$ cat config.mk
export PLATFORM = sky130hd
export DESIGN_NAME = i2c_master_arbiter
export DESIGN_NICKNAME = d
export VERILOG_FILES = /design/src/rtl/i2c_arb_pkg.sv /design/src/rtl/rr_arbiter.sv /design/src/rtl/i2c_master_arbiter.sv
export SDC_FILE = /design/constraint.sdc
export NUM_CORES = 1
export LEC_CHECK = 0
export CORE_ASPECT_RATIO = 0.8
export CORE_UTILIZATION = 25
export CTS_CLUSTER_DIAMETER = 50
export DETAILED_ROUTE_END_ITERATION = 10
export PLACE_DENSITY = 0.4
export SETUP_SLACK_MARGIN = 0.2
export SLEW_MARGIN = 10
export SYNTH_ARGS = -nofsm -noshare
export SYNTH_HDL_FRONTEND = slang
export SYNTH_SLANG_ARGS = --single-unit
$ cat constraint.sdc
create_clock -name clk -period 4.9 [get_ports clk]
set_input_delay 0.98 -clock clk [delete_from_list [all_inputs] [get_ports clk]]
set_output_delay 0.98 -clock clk [all_outputs]
set_load 0.05 [all_outputs]
$ cat src/rtl/i2c_arb_pkg.sv
// Shared definitions for the I2C master arbiter: FSM encodings and command layout.
// Latency: n/a (types and constants only).
// Backpressure: n/a.
package i2c_arb_pkg;

  localparam int ADDR_W = 16;
  localparam int DATA_W = 8;

  typedef enum logic [1:0] {
    ST_IDLE      = 2'd0,
    ST_ISSUE     = 2'd1,
    ST_WAIT_DONE = 2'd2,
    ST_GAP       = 2'd3
  } arb_state_e;

  // One latched requester command, exactly what the driver consumes.
  typedef struct packed {
    logic              rh_wl;
    logic [ADDR_W-1:0] addr;
    logic [DATA_W-1:0] data_w;
  } cmd_t;

endpackage

$ cat src/rtl/rr_arbiter.sv
// Round-robin pick among pending requesters, starting the search at ptr_i.
// Latency: purely combinational.
// Backpressure: none; caller decides when to consume the grant.
// Ports: pending_i (request vector), ptr_i (highest-priority index),
//        grant_o (one-hot winner, 0 when nothing pending), winner_o (winner index).
module rr_arbiter
  import i2c_arb_pkg::*;
#(
  parameter int NUM_REQ = 2,
  parameter int IDX_W   = 1
) (
  input  logic [NUM_REQ-1:0] pending_i,
  input  logic [IDX_W-1:0]   ptr_i,
  output logic [NUM_REQ-1:0] grant_o,
  output logic [IDX_W-1:0]   winner_o
);

  logic             found;
  logic [IDX_W-1:0] idx;

  always_comb begin
    grant_o  = '0;
    winner_o = '0;
    found    = 1'b0;
    idx      = '0;
    for (int i = 0; i < NUM_REQ; i++) begin
      idx = IDX_W'((int'(ptr_i) + i) % NUM_REQ);
      if (!found && pending_i[idx]) begin
        found        = 1'b1;
        grant_o[idx] = 1'b1;
        winner_o     = idx;
      end
    end
  end

endmodule

$ cat src/rtl/i2c_master_arbiter.sv
// Shares one single-byte I2C driver between NUM_REQ exec/done requesters, round-robin.
// Latency: req_exec -> i2c_exec 2 cycles when idle; i2c_done -> req_done 1 cycle.
// Backpressure: one pending command per requester; an exec while pending is dropped (req_overrun).
// Ports: clk/rst_n; req_* per-requester command in and done/ack/data/overrun out;
//        i2c_* driver command out and results in; arb_timeout pulses on watchdog abort.
module i2c_master_arbiter
  import i2c_arb_pkg::*;
#(
  parameter int          NUM_REQ        = 2,
  parameter logic [15:0] GAP_CYCLES     = 16'd100,
  parameter logic [23:0] TIMEOUT_CYCLES = 24'd1_000_000
) (
  input  logic                      clk,
  input  logic                      rst_n,
  input  logic [NUM_REQ-1:0]        req_exec,
  input  logic [NUM_REQ-1:0]        req_rh_wl,
  input  logic [ADDR_W*NUM_REQ-1:0] req_addr,
  input  logic [DATA_W*NUM_REQ-1:0] req_data_w,
  output logic [NUM_REQ-1:0]        req_done,
  output logic                      req_ack,
  output logic [DATA_W-1:0]         req_data_r,
  output logic [NUM_REQ-1:0]        req_overrun,
  output logic                      i2c_exec,
  output logic                      i2c_rh_wl,
  output logic [ADDR_W-1:0]         i2c_addr,
  output logic [DATA_W-1:0]         i2c_data_w,
  input  logic [DATA_W-1:0]         i2c_data_r,
  input  logic                      i2c_done,
  input  logic                      i2c_ack,
  output logic                      arb_timeout
);

  localparam int IDX_W = (NUM_REQ > 1) ? $clog2(NUM_REQ) : 1;

  arb_state_e           state_q,    state_d;
  logic [NUM_REQ-1:0]   pending_q,  pending_d;
  cmd_t                 cmd_q [NUM_REQ];
  cmd_t                 cmd_d [NUM_REQ];
  logic [NUM_REQ-1:0]   owner_q,    owner_d;     // one-hot owner of the current transaction
  logic [IDX_W-1:0]     rr_ptr_q,   rr_ptr_d;
  logic [15:0]          gap_cnt_q,  gap_cnt_d;
  logic [23:0]          wd_cnt_q,   wd_cnt_d;
  logic                 i2c_exec_q, i2c_exec_d;
  cmd_t                 i2c_cmd_q,  i2c_cmd_d;
  logic [NUM_REQ-1:0]   req_done_q, req_done_d;
  logic                 req_ack_q,  req_ack_d;
  logic [DATA_W-1:0]    req_data_r_q, req_data_r_d;
  logic [NUM_REQ-1:0]   overrun_q,  overrun_d;
  logic                 timeout_q,  timeout_d;

  logic [NUM_REQ-1:0]   live;
  logic [NUM_REQ-1:0]   accept;
  logic [NUM_REQ-1:0]   grant;
  logic [IDX_W-1:0]     winner;

  rr_arbiter #(
    .NUM_REQ (NUM_REQ),
    .IDX_W   (IDX_W)
  ) u_rr (
    .pending_i (live),
    .ptr_i     (rr_ptr_q),
    .grant_o   (grant),
    .winner_o  (winner)
  );

  always_comb begin
    // A slot whose req_done is on the wire this cycle is already free, so the
    // owner may re-issue in that same cycle without an overrun.
    live      = pending_q & ~req_done_q;
    accept    = req_exec & ~live;
    pending_d = live | accept;
    overrun_d = req_exec & live;
    cmd_d     = cmd_q;
    for (int k = 0; k < NUM_REQ; k++) begin
      if (accept[k]) begin
        cmd_d[k].rh_wl  = req_rh_wl[k];
        cmd_d[k].addr   = req_addr[ADDR_W*k +: ADDR_W];
        cmd_d[k].data_w = req_data_w[DATA_W*k +: DATA_W];
      end
    end

    state_d      = state_q;
    owner_d      = owner_q;
    rr_ptr_d     = rr_ptr_q;
    gap_cnt_d    = gap_cnt_q;
    wd_cnt_d     = wd_cnt_q;
    i2c_exec_d   = 1'b0;
    i2c_cmd_d    = i2c_cmd_q;
    req_done_d   = '0;
    req_ack_d    = req_ack_q;
    req_data_r_d = req_data_r_q;
    timeout_d    = 1'b0;

    case (state_q)
      ST_IDLE: begin
        if (|live) begin
          state_d    = ST_ISSUE;
          i2c_exec_d = 1'b1;          // registered, so it is high during ISSUE
          owner_d    = grant;
          i2c_cmd_d  = cmd_q[winner];
          rr_ptr_d   = (winner == IDX_W'(NUM_REQ - 1)) ? '0 : winner + IDX_W'(1);
        end
      end
      ST_ISSUE: begin
        wd_cnt_d = '0;
        state_d  = ST_WAIT_DONE;
      end
      ST_WAIT_DONE: begin
        if (i2c_done) begin
          req_done_d   = owner_q;
          req_ack_d    = i2c_ack;
          req_data_r_d = i2c_data_r;
          gap_cnt_d    = '0;
          state_d      = ST_GAP;
        end else if (wd_cnt_q == TIMEOUT_CYCLES - 24'd1) begin
          req_done_d   = owner_q;
          req_ack_d    = 1'b1;
          req_data_r_d = '0;
          timeout_d    = 1'b1;
          gap_cnt_d    = '0;
          state_d      = ST_GAP;
        end else if (wd_cnt_q != '1) begin
          wd_cnt_d = wd_cnt_q + 24'd1;
        end
      end
      ST_GAP: begin
        // The req_done cycle is GAP's first cycle; GAP_CYCLES idle cycles follow
        // it, so the next exec is at earliest done+1+GAP_CYCLES+2.
        if (gap_cnt_q == GAP_CYCLES) begin
          state_d = ST_IDLE;
        end else begin
          gap_cnt_d = gap_cnt_q + 16'd1;
        end
      end
      default: state_d = ST_IDLE;
    endcase
  end

  always_ff @(posedge clk or negedge rst_n) begin
    if (!rst_n) begin
      state_q      <= ST_IDLE;
      pending_q    <= '0;
      for (int k = 0; k < NUM_REQ; k++) cmd_q[k] <= '0;
      owner_q      <= '0;
      rr_ptr_q     <= '0;
      gap_cnt_q    <= '0;
      wd_cnt_q     <= '0;
      i2c_exec_q   <= 1'b0;
      i2c_cmd_q    <= '0;
      req_done_q   <= '0;
      req_ack_q    <= 1'b0;
      req_data_r_q <= '0;
      overrun_q    <= '0;
      timeout_q    <= 1'b0;
    end else begin
      state_q      <= state_d;
      pending_q    <= pending_d;
      for (int k = 0; k < NUM_REQ; k++) cmd_q[k] <= cmd_d[k];
      owner_q      <= owner_d;
      rr_ptr_q     <= rr_ptr_d;
      gap_cnt_q    <= gap_cnt_d;
      wd_cnt_q     <= wd_cnt_d;
      i2c_exec_q   <= i2c_exec_d;
      i2c_cmd_q    <= i2c_cmd_d;
      req_done_q   <= req_done_d;
      req_ack_q    <= req_ack_d;
      req_data_r_q <= req_data_r_d;
      overrun_q    <= overrun_d;
      timeout_q    <= timeout_d;
    end
  end

  assign req_done    = req_done_q;
  assign req_ack     = req_ack_q;
  assign req_data_r  = req_data_r_q;
  assign req_overrun = overrun_q;
  assign i2c_exec    = i2c_exec_q;
  assign i2c_rh_wl   = i2c_cmd_q.rh_wl;
  assign i2c_addr    = i2c_cmd_q.addr;
  assign i2c_data_w  = i2c_cmd_q.data_w;
  assign arb_timeout = timeout_q;

endmodule

==> results of run 1 <==
-- critical path, stage by stage (launching register included) --
cell	delay, ns
dfrtp_1	0.38
ha_1	0.25
nand3_1	0.23
or4_4	0.61
o21bai_1	0.74
nand3_1	0.25
mux2_2	0.33
-- through the flow --
step	instance area, um2	setup slack (ns)	cells
2_1_floorplan	6324	2.359	572
3_3_place_gp	7727	1.850	975
3_5_place_dp	7727	1.739	975
4_1_cts	8318	1.987	1007
5_1_grt	8318	1.832	1007
6_report	8318	1.986	1007
-- power by group through the flow --
stage | Combinational [uW] | Sequential, uW | Clock [uW]
CTS | 2170 | 1770 | 1330
floorplan | 1030 | 2210 | 0
global placement | 2130 | 1770 | 0
detailed placement | 2160 | 1790 | 0
global route | 2320 | 1820 | 1380
finish | 2140 | 1770 | 1290
-- flip-flops by register name (all words and copies together), names as in the netlist --
signal / flops
arb_timeout: 1
cmd_q: 50
gap_cnt_q: 16
i2c_addr: 16
i2c_data_w: 8
i2c_exec: 1
i2c_rh_wl: 1
owner_q: 2
pending_q: 2
req_ack: 1
req_data_r: 8
req_done: 2
req_overrun: 2
rr_ptr_q: 1
state_q: 2
wd_cnt_q: 24
-- worst paths after layout --
path	slack [ns]	start	to	depth (start not counted)
max in group asynchronous	3.21	rst_n	cmd_q[25]$_DFFE_PN0P_	2
worst max register to register	1.99	wd_cnt_q[0]$_DFFE_PN0P_	state_q[1]$_DFFE_PN0P_	6
worst max-delay path	1.99	wd_cnt_q[0]$_DFFE_PN0P_	state_q[1]$_DFFE_PN0P_	6
worst min-delay path	0.48	i2c_addr[13]$_DFFE_PN0P_	i2c_addr[13]$_DFFE_PN0P_	2
min in group asynchronous	0.70	rst_n	wd_cnt_q[3]$_DFFE_PN0P_	1
worst min register to register	0.48	i2c_addr[13]$_DFFE_PN0P_	i2c_addr[13]$_DFFE_PN0P_	2
-- logic make-up after synthesis --
group | after synthesis | share of synthesized area (%)
adders and majority gates | 8 | 1.583
muxes | 81 | 13.85
buffers and inverters | 42 | 2.612
xor gates and xnor gates | 1 | 0.1385
AOI/OAI and AO/OA | 109 | 11.57
and+or+nand+nor | 194 | 16.03
DFF | 137 | 54.21
-- layer usage --
layer	vias to the layer above	global-route usage [%]
met2	118	20.87
met5	-	0
met1	2480	19.18
li1	2337	-
met4	0	5.490
met3	18	2.871
-- placed cells by master (no fill, tap or decap), types with 4 or more instances in the layout --
cell             netlist  routed
o21ai_0               36      35
ha_1                   8       8
inv_6                  0       4
mux2i_1               29      29
inv_1                 16      16
or4_1                  5       5
nand2_1               59      59
a221o_1                6       6
a22o_1                10      10
dfrtp_1              137     137
a41oi_1                6       6
nand3_1               21      21
buf_4                  0       8
clkbuf_16              0      17
nand4_1               15      15
and4_1                 5       5
nor2_1                25      24
nand2b_1              10      10
a31oi_1               25      25
mux2_2                52      52
nor4_1                13      13
inv_8                  0       4
and3_1                12      12
nor3_1                 4       4
and2_1                10      10
clkdlybuf4s50_1        0     102
-- cell type report --
cell class / instances / area (um2) / area share, %
timing repair buffer: 111 / 1092 / 13.13
tap: 318 / 397.9 / 4.783
inverter: 16 / 60.06 / 0.7220
clock buffer: 18 / 439.2 / 5.280
sequential: 137 / 3428 / 41.22
multi-input combinational: 393 / 2749 / 33.05
clock inverter: 14 / 151.4 / 1.820
==> flow_results.xml, run 1 <==
<?xml version="1.0" encoding="UTF-8"?>
<metrics>
  <group name="run_status">
    <metric name="outcome" unit="">finished, violations left</metric>
    <metric name="failing_checks" unit="">DRC</metric>
  </group>
  <group name="sta">
    <metric name="max_slew_violation_total_from_the_final_report" unit="">0</metric>
    <metric name="period_minus_slack" unit="ns">2.914</metric>
    <metric name="slew_headroom" unit="%">18.49</metric>
    <metric name="worst_pin_slew" unit="ns">1.212</metric>
    <metric name="finalHoldViolCount" unit="">0</metric>
    <metric name="clock_skew" unit="ns">0.009743</metric>
    <metric name="achievable-frequency" unit="GHz">0.3432</metric>
    <metric name="finalSetupViolations" unit="">0</metric>
    <metric name="fin_worst_hold_slack" unit="ns">0.4809</metric>
    <metric name="fin_crit_sh" unit="%">59.46</metric>
    <metric name="grt_setup_unrepaired" unit="">false</metric>
    <metric name="setup-tns-final" unit="ns">0</metric>
  </group>
  <group name="floorplanning">
    <metric name="initial_core_util" unit="%">25.74</metric>
    <metric name="io_pins" unit="">104</metric>
    <metric name="die_h" unit="um">144.3</metric>
    <metric name="placementRows" unit="">51</metric>
    <metric name="die_area" unit="um2">25940</metric>
    <metric name="die_width" unit="um">179.8</metric>
    <metric name="coreArea" unit="um2">24570</metric>
  </group>
  <group name="power_and_ir_drop">
    <metric name="leak" unit="uW">0.003591</metric>
    <metric name="sequentialPowerShare" unit="%">34.1</metric>
    <metric name="comb_power_share" unit="%">41.1</metric>
    <metric name="power_per_standard_cell_area" unit="nW/um2">624.5</metric>
    <metric name="report.power.total" unit="uW">5195</metric>
    <metric name="power.switching_fraction" unit="%">40.24</metric>
    <metric name="power_report.internal_total" unit="uW">3104</metric>
    <metric name="sw_power" unit="uW">2090</metric>
    <metric name="max-vdd-ir-drop" unit="mV">0.3034</metric>
    <metric name="pwr-share-clk" unit="%">24.8</metric>
  </group>
  <group name="cts">
    <metric name="cts.sink_count" unit="">137</metric>
    <metric name="cts_tree" unit="">built</metric>
    <metric name="postCtsResizedCells" unit="">0</metric>
    <metric name="clk_latency" unit="ns">0.42</metric>
    <metric name="cts-hold-fix-buffers" unit="">0</metric>
    <metric name="clock-root-buffer" unit="">clkbuf_16</metric>
    <metric name="clock_transition_at_the_registers_of_the_reported_paths" unit="ns">0.07</metric>
    <metric name="total_setup_buffers_inserted_after_cts" unit="">0</metric>
    <metric name="cts_htree_levels" unit="">4</metric>
    <metric name="ctsLongestPathBuffers" unit="">2</metric>
    <metric name="cts-buffers-inserted" unit="">17</metric>
  </group>
  <group name="detailed_routing">
    <metric name="remaining_drc_errors" unit="">3</metric>
    <metric name="routedLengthMet1" unit="mm">8.467</metric>
    <metric name="top_layer" unit="">met4</metric>
    <metric name="drt_total_wl" unit="mm">17.18</metric>
    <metric name="met3WireLength" unit="um">701</metric>
    <metric name="detail-route-antenna-nets" unit="">0</metric>
    <metric name="dr.first_iter.drc_count" unit="">260</metric>
    <metric name="met2_length" unit="mm">7.708</metric>
    <metric name="post_drt_via_cell_ratio" unit="">4.919</metric>
    <metric name="via_count" unit="">4953</metric>
    <metric name="drt-pass1-iter-count" unit="">8</metric>
    <metric name="drt-wirelength-per-cell" unit="um">17.06</metric>
  </group>
  <group name="placement">
    <metric name="final_weighted_congestion_in_routability_driven_placement" unit="">0.8237</metric>
    <metric name="numPortBuffers" unit="">103</metric>
    <metric name="hpwl" unit="mm">11.51</metric>
  </group>
  <group name="logic_synthesis">
    <metric name="yosys-top-cells-area" unit="">dfrtp_1 (54%), mux2_2 (9.3%), mux2i_1 (4.6%)</metric>
    <metric name="mappedNetlistArea" unit="um2">6324</metric>
    <metric name="postSynthNetCount" unit="">644</metric>
    <metric name="asyncSetResetFlopFracSynth" unit="%">100.0</metric>
    <metric name="synth_enable_flop_cells" unit="">0</metric>
    <metric name="number_of_distinct_standard_cells_referenced_by_the_synthesized_netlist" unit="">50</metric>
    <metric name="ys_dominant_reg_cell" unit="">dfrtp_1</metric>
    <metric name="synthesis.instances" unit="">572</metric>
    <metric name="seq_area_frac_synth" unit="%">54.21</metric>
    <metric name="yosys-top-cells-count" unit="">dfrtp_1 (137), nand2_1 (59), mux2_2 (52)</metric>
    <metric name="synthDominantAreaCellType" unit="">dfrtp_1</metric>
    <metric name="synth_top_area_share" unit="%">54.21</metric>
    <metric name="yosysWarningCount" unit="">0</metric>
    <metric name="synth_area_per_cell" unit="um2">11.06</metric>
    <metric name="synthMostInstantiatedCell" unit="">dfrtp_1</metric>
    <metric name="yosys_register_bits" unit="">137</metric>
  </group>
  <group name="global_route">
    <metric name="gr-usage-all-layers" unit="%">13.78</metric>
    <metric name="maximum_number_of_pins_on_one_net_before_global_route_repair" unit="">111</metric>
    <metric name="antenna_found_initial" unit="">0</metric>
    <metric name="overall_overflow_remaining_after_global_route" unit="">0</metric>
    <metric name="grt_pass1_vias" unit="">5074</metric>
    <metric name="grt_first_pass_wirelength" unit="mm">27.76</metric>
  </group>
  <group name="worst_setup_path">
    <metric name="worstSetupStartpointType" unit="">flip-flop</metric>
    <metric name="timing.critical_path.arrival" unit="ns">3.21</metric>
    <metric name="critPathKind" unit="">flip-flop to flip-flop</metric>
    <metric name="timing.critical_path.required" unit="ns">5.20</metric>
    <metric name="path_max_fanout" unit="">7</metric>
    <metric name="critPathCaptureType" unit="">flip-flop</metric>
  </group>
  <group name="layout">
    <metric name="final_util" unit="%">33.86</metric>
    <metric name="antenna_cells_inserted" unit="">0</metric>
    <metric name="fillCellCount" unit="">2478</metric>
    <metric name="layout_cells_sized_above_1" unit="%">14.22</metric>
    <metric name="area_growth" unit="%">31.54</metric>
    <metric name="layout.nets" unit="">748</metric>
  </group>
  <group name="worst_hold_path">
    <metric name="hold_path_class" unit="">flip-flop to flip-flop</metric>
  </group>
  <group name="job">
    <metric name="cap_violations" unit="">0</metric>
  </group>
</metrics>
Note: power is estimated with default switching activity, not from simulation.
==> inputs of run 2 (changes only) <==
clock period = 2.9 ns   (was 4.9 ns; I/O delays follow)
==> run 2 against run 1 <==
Compared with the run above:
- sequential power increased by 69%
- clock skew increased by 0.0091 ns
- largest cell class unchanged
- combinational power increased by 76%
- first-iteration DRC count increased by 5.8%
- the run still ends with DRC left
- largest power group unchanged
- total power increased by 72%
==> flow_results.xml, run 2 (synthesized netlist as in run 1, its figures left out) <==
<?xml version="1.0" encoding="UTF-8"?>
<metrics>
  <group name="run_status">
    <metric name="outcome" unit="">finished, violations left</metric>
    <metric name="failing_checks" unit="">DRC</metric>
  </group>
  <group name="worst_setup_path">
    <metric name="rr_endpoint" unit="">gap_cnt_q[12]$_DFFE_PN0P_</metric>
    <metric name="timing.critical_path.arrival" unit="ns">2.90</metric>
    <metric name="crit_slowest_cell" unit="">or4_1</metric>
    <metric name="reg2reg_depth" unit="">5</metric>
    <metric name="critPathKind" unit="">flip-flop to flip-flop</metric>
    <metric name="critPathCaptureType" unit="">flip-flop</metric>
    <metric name="r2r_setup_slack" unit="ns">0.29</metric>
    <metric name="crit_path_end" unit="">gap_cnt_q[12]$_DFFE_PN0P_</metric>
    <metric name="cp.buffers_inverters" unit="">0</metric>
    <metric name="path_max_fanout" unit="">11</metric>
    <metric name="critical_path.cell_chain" unit="">or4_1, or4_4, o21ba_1, or3_4, a221o_1</metric>
    <metric name="worstSetupStartpointType" unit="">flip-flop</metric>
    <metric name="timing.critical_path.slowest_cell_delay" unit="ns">0.54</metric>
    <metric name="reg2reg_start" unit="">wd_cnt_q[15]$_DFFE_PN0P_</metric>
    <metric name="path_length_in_cells_of_the_critical_path" unit="">5</metric>
    <metric name="crit_path_start" unit="">wd_cnt_q[15]$_DFFE_PN0P_</metric>
    <metric name="critPathTopFamily" unit="">simple AND/OR/NAND/NOR gates</metric>
    <metric name="timing.critical_path.required" unit="ns">3.19</metric>
  </group>
  <group name="detailed_routing">
    <metric name="drt_total_wl" unit="mm">17.43</metric>
    <metric name="remaining_drc_errors" unit="">3</metric>
    <metric name="drt-wirelength-per-cell" unit="um">17.09</metric>
    <metric name="drt-pass1-iter-count" unit="">7</metric>
    <metric name="post_drt_via_cell_ratio" unit="">4.892</metric>
    <metric name="via_count" unit="">4990</metric>
    <metric name="dr.first_iter.drc_count" unit="">275</metric>
    <metric name="detail-route-antenna-nets" unit="">0</metric>
  </group>
  <group name="cts">
    <metric name="cts-buffers-inserted" unit="">17</metric>
    <metric name="clock-root-buffer" unit="">clkbuf_16</metric>
    <metric name="clock_transition_at_the_registers_of_the_reported_paths" unit="ns">0.06</metric>
    <metric name="ctsLongestPathBuffers" unit="">2</metric>
    <metric name="cts.sink_count" unit="">137</metric>
    <metric name="cts-hold-fix-buffers" unit="">0</metric>
    <metric name="cts_htree_levels" unit="">4</metric>
    <metric name="clk_latency" unit="ns">0.42</metric>
    <metric name="cts_tree" unit="">built</metric>
  </group>
  <group name="placement">
    <metric name="place_ws" unit="ns">0.2319</metric>
    <metric name="placed_cells_incl_taps" unit="">987</metric>
    <metric name="final_weighted_congestion_in_routability_driven_placement" unit="">0.8965</metric>
    <metric name="hpwl" unit="mm">12.08</metric>
    <metric name="numPortBuffers" unit="">103</metric>
  </group>
  <group name="sta">
    <metric name="clock_skew" unit="ns">0.01883</metric>
    <metric name="finalSetupViolations" unit="">0</metric>
    <metric name="fin_crit_sh" unit="%">90.09</metric>
    <metric name="max_slew_violation_total_from_the_final_report" unit="">0</metric>
    <metric name="period_minus_slack" unit="ns">2.613</metric>
    <metric name="achievable-frequency" unit="GHz">0.3828</metric>
    <metric name="finalHoldViolCount" unit="">0</metric>
    <metric name="grt_setup_unrepaired" unit="">true</metric>
    <metric name="setup-tns-final" unit="ns">0</metric>
    <metric name="setup_ws" unit="ns">0.2873</metric>
    <metric name="slew_headroom" unit="%">52.19</metric>
    <metric name="worst_pin_slew" unit="ns">0.7171</metric>
  </group>
  <group name="layout">
    <metric name="area_growth" unit="%">33.97</metric>
    <metric name="antenna_cells_inserted" unit="">0</metric>
    <metric name="commonest_non_fill_non_tap_cell_in_the_layout" unit="">dfrtp_1</metric>
    <metric name="top_register" unit="">cmd_q</metric>
    <metric name="stdcell_count" unit="">1020</metric>
    <metric name="largestRegisters" unit="">cmd_q: 50 flops, wd_cnt_q: 24 flops</metric>
    <metric name="layout_cells_sized_above_1" unit="%">16.10</metric>
    <metric name="layout.nets" unit="">761</metric>
    <metric name="final_cell_mix" unit="">dfrtp_1 (136), clkdlybuf4s50_1 (102), nand2_1 (59), mux2_2 (52), o21ai_0 (35)</metric>
    <metric name="max_ffs_per_register" unit="">50</metric>
  </group>
  <group name="power_and_ir_drop">
    <metric name="comb_power_share" unit="%">42.1</metric>
    <metric name="sw_power" unit="uW">3572</metric>
    <metric name="power_per_standard_cell_area" unit="nW/um2">1056</metric>
    <metric name="pwr-share-clk" unit="%">24.3</metric>
    <metric name="sequentialPowerShare" unit="%">33.6</metric>
    <metric name="leak" unit="uW">0.003677</metric>
    <metric name="power.switching_fraction" unit="%">39.94</metric>
    <metric name="power_report.internal_total" unit="uW">5371</metric>
    <metric name="max-vdd-ir-drop" unit="mV">0.5414</metric>
  </group>
  <group name="global_route">
    <metric name="maximum_number_of_pins_on_one_net_before_global_route_repair" unit="">72</metric>
    <metric name="antenna_found_initial" unit="">0</metric>
    <metric name="overall_overflow_remaining_after_global_route" unit="">0</metric>
    <metric name="gr-usage-all-layers" unit="%">13.94</metric>
    <metric name="grt_first_pass_wirelength" unit="mm">28.06</metric>
    <metric name="grt_pass1_vias" unit="">5060</metric>
  </group>
  <group name="floorplanning">
    <metric name="die_width" unit="um">179.8</metric>
    <metric name="die_h" unit="um">144.3</metric>
    <metric name="placementRows" unit="">51</metric>
    <metric name="initial_core_util" unit="%">25.74</metric>
    <metric name="io_pins" unit="">104</metric>
    <metric name="coreArea" unit="um2">24570</metric>
    <metric name="die_area" unit="um2">25940</metric>
  </group>
  <group name="job">
    <metric name="cap_violations" unit="">0</metric>
  </group>
  <group name="worst_hold_path">
    <metric name="hold_path_class" unit="">primary input to asynchronous set/reset pin</metric>
  </group>
</metrics>
[run 2: per-layer routing]
| layer | wire, um | track usage [%] | part of all wire [%] | vias to the layer above |
|---|---|---|---|---|
| met5 | 0 | 0 | 0 | - |
| met2 | 7861 | 21.07 | 45 | 154 |
| met3 | 877 | 3.123 | 5.0 | 17 |
| met1 | 8456 | 19.43 | 49 | 2474 |
| li1 | - | - | - | 2345 |
| met4 | 231 | 5.218 | 1.3 | 0 |
[run 2: power groups by stage]
stage | combinational (uW) | clock, uW | sequential, uW
final | 3760 | 2180 | 3000
after global routing | 4070 | 2350 | 3090
after CTS | 3800 | 2270 | 3000
after detailed placement | 3790 | 0 | 3030
after global placement | 3720 | 0 | 3000
after floorplan | 1730 | 0 | 3730
[run 2: how the worst min path moves through the flow]
stage               slack (ns)  cells past startpoint                   endpoint
floorplan                 0.28                      0      arb_timeout$_DFF_PN0_
global placement          0.46                      2   i2c_addr[12]$_DFFE_PN0P_
detailed placement        0.47                      2  i2c_data_w[5]$_DFFE_PN0P_
CTS                       0.19                      1  req_data_r[7]$_DFFE_PN0P_
global route              0.21                      1  req_data_r[7]$_DFFE_PN0P_
finish                    0.16                      1  req_data_r[7]$_DFFE_PN0P_
[run 2: cell type report]
type	instances	area [um2]
multi-input cells	393	2754
flip-flops and latches	137	3430
clock inverters	14	151.4
clock buffers	18	439.2
fillers	2428	16100
inverters	16	60.06
well taps	318	397.9
repair buffers	124	1240
[run 2: timing repair]
| item | 4_1_cts | 5_1_grt |
|---|---|---|
| buffers inserted | 0 | 1 |
| setup endpoints to repair | 0 | 15 |
| gates resized for setup | 0 | 2 |
[run 2: per-stage QoR]
step           hold slack [ns]  power (uW)  utilization, %  instance area, um2
2_1_floorplan           0.2844        5464               -                6324
3_3_place_gp            0.4644        6714           32.02                7868
3_5_place_dp            0.4711        6824           32.02                7868
4_1_cts                 0.1870        9067           34.43                8458
5_1_grt                 0.2081        9506           34.48                8472
6_report                0.1565        8944           34.48                8472
